`config.mk`:
```
export PLATFORM = sky130hd
export DESIGN_NAME = seq_pattern_serializer_flat
export DESIGN_NICKNAME = d
export VERILOG_FILES = /design/src/rtl/seq_pattern_serializer_if.sv /design/src/rtl/seq_pattern_serializer.sv /design/src/flat_wrapper.sv
export SDC_FILE = /design/constraint.sdc
export NUM_CORES = 1
export LEC_CHECK = 0
export ABC_AREA = 1
export BUFFER_PORTS_ARGS = -buffer_cell sky130_fd_sc_hd__buf_2
export CAP_MARGIN = 20
export CORE_UTILIZATION = 38
export CTS_CLUSTER_SIZE = 30
export DETAILED_ROUTE_END_ITERATION = 10
export HOLD_SLACK_MARGIN = 0.12
export PLACE_DENSITY = 0.67
export RECOVER_POWER = 100
export SLEW_MARGIN = 40
export SYNTH_ARGS = -nofsm -noshare
export SYNTH_HDL_FRONTEND = slang
export SYNTH_SLANG_ARGS = --single-unit
```
`constraint.sdc`:
```
create_clock -name clk -period 2.25 [get_ports clk]
set_clock_uncertainty 0.1 [all_clocks]
set_input_delay 0.225 -clock clk [delete_from_list [all_inputs] [get_ports clk]]
set_output_delay 0.225 -clock clk [all_outputs]
set_load 0.03 [all_outputs]
```
`src/rtl/seq_pattern_serializer_if.sv`:
```
// Request/response bundle for the serial pattern transmitter.
// Master loads the job and watches the serial stream; slave is the transmitter.
interface seq_pattern_serializer_if #(
    parameter int MAX_LEN = 16,
    parameter int CNT_W   = 8,
    parameter int GAP_W   = 4
);
    localparam int LEN_W = $clog2(MAX_LEN + 1);

    logic               start;
    logic [MAX_LEN-1:0] pattern;
    logic [LEN_W-1:0]   len;
    logic [CNT_W-1:0]   repeat_cnt;
    logic [GAP_W-1:0]   gap;
    logic               abort;
    logic               dout;
    logic               dvalid;
    logic               sop;
    logic               busy;
    logic               done;

    modport master (
        output start, pattern, len, repeat_cnt, gap, abort,
        input  dout, dvalid, sop, busy, done
    );

    modport slave (
        input  start, pattern, len, repeat_cnt, gap, abort,
        output dout, dvalid, sop, busy, done
    );
endinterface

```
`src/rtl/seq_pattern_serializer.sv`:
```
// MSB-first serial pattern transmitter with repeat count and idle gap.
// Every output is a flop loaded with the value for the coming cycle.
module seq_pattern_serializer #(
    parameter int MAX_LEN = 16,
    parameter int CNT_W   = 8,
    parameter int GAP_W   = 4
) (
    input  logic                      clk,
    input  logic                      reset,
    seq_pattern_serializer_if.slave   bus
);
    localparam int LEN_W = $clog2(MAX_LEN + 1);

    typedef enum logic [1:0] {
        IDLE,
        SEND,
        GAP,
        DONE
    } state_t;

    state_t             state;
    logic [MAX_LEN-1:0] pat_q;
    logic [LEN_W-1:0]   len_q;
    logic [LEN_W-1:0]   idx;
    logic [CNT_W-1:0]   rem;
    logic [GAP_W-1:0]   gap_q;
    logic [GAP_W-1:0]   gcnt;

    logic               len_ok;
    logic               accept;
    logic [LEN_W-1:0]   in_top;
    logic [LEN_W-1:0]   q_top;
    logic [LEN_W-1:0]   idx_dec;
    logic               in_first;
    logic               q_first;
    logic               q_next;

    // Shift instead of a variable bit-select so idx width may exceed the index range
    function automatic logic bit_at(
        input logic [MAX_LEN-1:0] p,
        input logic [LEN_W-1:0]   i
    );
        logic [MAX_LEN-1:0] s;
        s = p >> i;
        return s[0];
    endfunction

    assign len_ok   = (bus.len != '0) && (bus.len <= LEN_W'(MAX_LEN));
    assign accept   = bus.start && len_ok &&
                      ((state == IDLE) || (state == DONE));
    assign in_top   = bus.len - LEN_W'(1);
    assign q_top    = len_q - LEN_W'(1);
    assign idx_dec  = idx - LEN_W'(1);
    assign in_first = bit_at(bus.pattern, in_top);
    assign q_first  = bit_at(pat_q, q_top);
    assign q_next   = bit_at(pat_q, idx_dec);

    always_ff @(posedge clk or posedge reset) begin
        if (reset) begin
            state      <= IDLE;
            pat_q      <= '0;
            len_q      <= '0;
            idx        <= '0;
            rem        <= '0;
            gap_q      <= '0;
            gcnt       <= '0;
            bus.dout   <= 1'b0;
            bus.dvalid <= 1'b0;
            bus.sop    <= 1'b0;
            bus.busy   <= 1'b0;
            bus.done   <= 1'b0;
        end else begin
            bus.dout   <= 1'b0;
            bus.dvalid <= 1'b0;
            bus.sop    <= 1'b0;
            bus.busy   <= 1'b0;
            bus.done   <= 1'b0;
            unique case (state)
                IDLE, DONE: begin
                    if (accept) begin
                        state      <= SEND;
                        pat_q      <= bus.pattern;
                        len_q      <= bus.len;
                        gap_q      <= bus.gap;
                        idx        <= in_top;
                        rem        <= (bus.repeat_cnt == '0) ?
                                      CNT_W'(1) : bus.repeat_cnt;
                        gcnt       <= '0;
                        bus.dout   <= in_first;
                        bus.dvalid <= 1'b1;
                        bus.sop    <= 1'b1;
                        bus.busy   <= 1'b1;
                    end else begin
                        state <= IDLE;
                    end
                end
                SEND: begin
                    if (bus.abort) begin
                        state <= IDLE;
                        idx   <= '0;
                        rem   <= '0;
                        gcnt  <= '0;
                    end else if (idx != '0) begin
                        idx        <= idx_dec;
                        bus.dout   <= q_next;
                        bus.dvalid <= 1'b1;
                        bus.busy   <= 1'b1;
                    end else if (rem == CNT_W'(1)) begin
                        state    <= DONE;
                        rem      <= '0;
                        bus.done <= 1'b1;
                    end else begin
                        rem      <= rem - CNT_W'(1);
                        bus.busy <= 1'b1;
                        if (gap_q != '0) begin
                            state <= GAP;
                            gcnt  <= gap_q;
                        end else begin
                            idx        <= q_top;
                            bus.dout   <= q_first;
                            bus.dvalid <= 1'b1;
                            bus.sop    <= 1'b1;
                        end
                    end
                end
                GAP: begin
                    if (bus.abort) begin
                        state <= IDLE;
                        idx   <= '0;
                        rem   <= '0;
                        gcnt  <= '0;
                    end else if (gcnt == GAP_W'(1)) begin
                        state      <= SEND;
                        gcnt       <= '0;
                        idx        <= q_top;
                        bus.dout   <= q_first;
                        bus.dvalid <= 1'b1;
                        bus.sop    <= 1'b1;
                        bus.busy   <= 1'b1;
                    end else begin
                        gcnt     <= gcnt - GAP_W'(1);
                        bus.busy <= 1'b1;
                    end
                end
                default: begin
                    state <= IDLE;
                end
            endcase
        end
    end
endmodule
```
`src/flat_wrapper.sv`:
```
// flat-port wrapper written by rule: the top's interface ports become plain ports
module seq_pattern_serializer_flat 
#(
    parameter int MAX_LEN = 16,
    parameter int CNT_W   = 8,
    parameter int GAP_W   = 4
)
  (clk, reset, bus_start, bus_pattern, bus_len, bus_repeat_cnt, bus_gap, bus_abort, bus_dout, bus_dvalid, bus_sop, bus_busy, bus_done);
  seq_pattern_serializer_if #(.MAX_LEN(MAX_LEN), .CNT_W(CNT_W), .GAP_W(GAP_W)) bus_i ();
  input  logic clk;
  input  logic reset;
  input wire logic [$bits(bus_i.start)-1:0] bus_start;
  input wire logic [$bits(bus_i.pattern)-1:0] bus_pattern;
  input wire logic [$bits(bus_i.len)-1:0] bus_len;
  input wire logic [$bits(bus_i.repeat_cnt)-1:0] bus_repeat_cnt;
  input wire logic [$bits(bus_i.gap)-1:0] bus_gap;
  input wire logic [$bits(bus_i.abort)-1:0] bus_abort;
  output wire logic [$bits(bus_i.dout)-1:0] bus_dout;
  output wire logic [$bits(bus_i.dvalid)-1:0] bus_dvalid;
  output wire logic [$bits(bus_i.sop)-1:0] bus_sop;
  output wire logic [$bits(bus_i.busy)-1:0] bus_busy;
  output wire logic [$bits(bus_i.done)-1:0] bus_done;
  assign bus_i.start = bus_start;
  assign bus_i.pattern = bus_pattern;
  assign bus_i.len = bus_len;
  assign bus_i.repeat_cnt = bus_repeat_cnt;
  assign bus_i.gap = bus_gap;
  assign bus_i.abort = bus_abort;
  assign bus_dout = bus_i.dout;
  assign bus_dvalid = bus_i.dvalid;
  assign bus_sop = bus_i.sop;
  assign bus_busy = bus_i.busy;
  assign bus_done = bus_i.done;
  seq_pattern_serializer #(.MAX_LEN(MAX_LEN), .CNT_W(CNT_W), .GAP_W(GAP_W)) u_core (.clk(clk), .reset(reset), .bus(bus_i));
endmodule
```
==> metrics.csv <==
metric,value,unit
report.final.slew_viol_count,0,
cts-root-buf,clkbuf_8,
total_leakage_power,1.96,nW
die_area,8810,sq um
initial_core_util,39.2,%
vias,3160,
period_share,87.2,%
ys_warn_count,0,
dp.final_hpwl,6.16,mm
cp_max_fo,11,
rows,33,
crit_buf_inv,1,
max-cap-violations,0,
numCtsBuffers,5,
fin_crit,1.96,ns
critPathMaxStageDelay,0.50,ns
critPathTopFamily,simple AND/OR/NAND/NOR gates,
synth_area,3210,sq um
yosys_register_bits,49,
core,8180,sq um
critPathSlowestCell,dfrtp_1,
rsz0062_at_grt,false,
cts_max_level,2,
syn_nets,496,
hp-class,input pin to register,
cp.arrival,2.05,ns
cts_setup_buffers,0,
cpMostUsedCell,o21ai_0,
dr.pass1.iters,5,
clkSlewWorstSetupHoldPaths,0.10,ns
final_cell_area,3850,sq um
end_kind,register,
vdd_ir_drop_max,0.000646,V
tns,0,ns
design.portCount,42,
path_cells,inv_2 > ha_1 > nand3_1 > nand2_2 > o21ai_0 > or2_0 > nand2_1 > o21ai_0,
antenna_cells,0,
fp.dieW,93.9,um
grt_pass1_wl,13.7,mm
die_height,93.9,um
hold_viol,0,
cts.path.max_buffers,2,
initialDrtViolationCount,244,
drive_above_1_share,14.5,%
grt_pass1_vias,2961,
synthCells,449,
cts.sinks,49,
wl_per_cell,13.1,um
timing_worst_setup_path_type,register to register,
routabilityCongestion,0.997,
relSlewSlack,50.3,%
cts_tree,yes,
power.density,1270,nW/um^2
area_delta_synth_final,20.1,%
port_buffers,41,
drcViolationCount,0,
grt-ovfl-total,0,
cts_resized,0,
status,"finished, final reports clean",
worstSetupStartpointType,register,
placed_area,3520,sq um
worst_pin_slew,0.745,ns
required,2.34,ns
ant_nets,0,
synth_seq_area_share,38.2,%
synth_area_per_cell,7.14,sq um
synth_cell_type_count,30,
setup-violations-final,0,
grt_usage,19.6,%
antenna_found_initial,0,
grt_max_degree,26,
fmax,0.510,GHz
nets,565,
clk_latency,0.31,ns
wirelength,8.16,mm
viasPerCell,5.06,
==> cells in the final DEF, fill, tap and decap left out, drive strengths merged, types with 8 or more instances in the layout <==
master / Yosys / layout
a21oi: 10 / 10
buf: 11 / 43
clkbuf: 3 / 13
dfrtp: 49 / 49
dlygate4sd3: 0 / 26
ha: 10 / 10
inv: 66 / 66
nand2: 141 / 141
nand3: 46 / 46
nor2: 16 / 16
o21ai: 58 / 58
o22ai: 10 / 10
xor2: 8 / 8
==> final cells by class <==
type                       instances  area, sq um
tap                              105          131
timing repair buffer              76          520
fill                             861         4330
multi-input combinational        319         1600
inverter                          67          256
sequential                        49         1230
clock inverter                     2         38.8
clock buffer                       6         72.6
==> per-stage QoR <==
| step | setup slack [ns] | hold slack (ns) | total power [mW] | std cells | util [%] |
|---|---|---|---|---|---|
| after CTS | 0.327 | 0.185 | 4.95 | 624 | 47.6 |
| after floorplan | 0.578 | 0.242 | 3.64 | 449 | - |
| after global placement | 0.404 | 0.132 | 4.18 | 590 | 43.1 |
| after detailed placement | 0.349 | 0.135 | 4.27 | 590 | 43.1 |
| after global routing | 0.0965 | 0.220 | 5.32 | 624 | 47.1 |
| final | 0.288 | 0.168 | 4.88 | 624 | 47.1 |
==> where the power goes <==
part | switching, mW | total [mW] | internal, mW
logic | 1.65 | 2.61 | 0.955
registers | 0.356 | 1.63 | 1.27
clock network | 0.310 | 0.644 | 0.334
total | 2.32 | 4.88 | 2.56
==> state kept, by name, summed over array words and instances, names as in the netlist <==
| name | flops |
|---|---|
| u_core.bus.dout | 1 |
| u_core.len_q | 5 |
| u_core.pat_q | 16 |
| u_core.bus.busy | 1 |
| u_core.state | 2 |
| u_core.bus.done | 1 |
| u_core.idx | 5 |
| u_core.rem | 8 |
| u_core.bus.dvalid | 1 |
| u_core.bus.sop | 1 |
| u_core.gcnt | 4 |
| u_core.gap_q | 4 |
==> layer usage <==
layer	global-route usage, %	vias up	routed length [um]
li1	-	1587	-
met1	27.8	1459	3820
met2	31.2	93	3730
met3	2.35	21	421
met4	6.03	0	188
met5	0	-	0
==> what timing repair did <==
item                                   CTS  global route
setup endpoints to repair                0             0
hold buffers                            26             0
endpoints found under the hold margin   41             0
==> path summary, 6_finish.rpt <==
kind	start	endpoint	slack (ns)	cells past startpoint
setup / recovery	u_core.idx[0]	u_core.state[1]	0.29	8
hold / removal	bus_repeat_cnt[4]	u_core.rem[4]	0.17	5
setup reg to reg	u_core.idx[0]	u_core.state[1]	0.29	8
hold reg to reg	u_core.idx[1]	u_core.idx[1]	0.42	2
max in group asynchronous	reset	u_core.bus.busy	0.49	4
min in group asynchronous	reset	u_core.idx[4]	0.46	3
==> synthesized netlist by cell type <==
master	count	area (sq um)
buf_6	4	45.0
clkbuf_1	3	11.3
nand2_2	8	50.1
nand3_1	43	215
nand3_2	3	30.0
buf_2	7	35.0
inv_2	10	37.5
o21ai_0	21	105
ha_1	10	125
nor2_2	4	25.0
nand3b_1	2	15.0
nor3_1	3	15.0
or2_1	1	6.26
xor2_1	8	70.1
nand4_1	5	31.3
o211ai_1	2	15.0
o22ai_1	10	62.6
dfrtp_1	49	1230
nand2_1	133	499
nor2_4	1	11.3
o21ai_2	6	52.6
xnor2_1	4	35.0
o32ai_1	1	8.76
a31oi_1	1	6.26
a21oi_1	10	50.1
a22oi_1	1	7.51
clkinv_4	1	8.76
o21ai_1	31	155
inv_1	56	210
nor2_1	11	41.3
==> kinds of logic after synthesis <==
| group | after synthesis | synth area share [%] |
|---|---|---|
| compound gates | 83 | 14.4 |
| flops | 49 | 38.2 |
| buf+inv | 81 | 10.8 |
| simple gates | 214 | 29.3 |
| fa+ha+maj | 10 | 3.90 |
| xor+xnor | 12 | 3.28 |
==> worst register-to-register path, cell delays in order, from the launching register on <==
cell,delay [ns]
dfrtp_1,0.50
inv_2,0.19
ha_1,0.25
nand3_1,0.13
nand2_2,0.16
o21ai_0,0.12
or2_0,0.26
nand2_1,0.07
o21ai_0,0.07
Power figures use the tool's default switching activity.
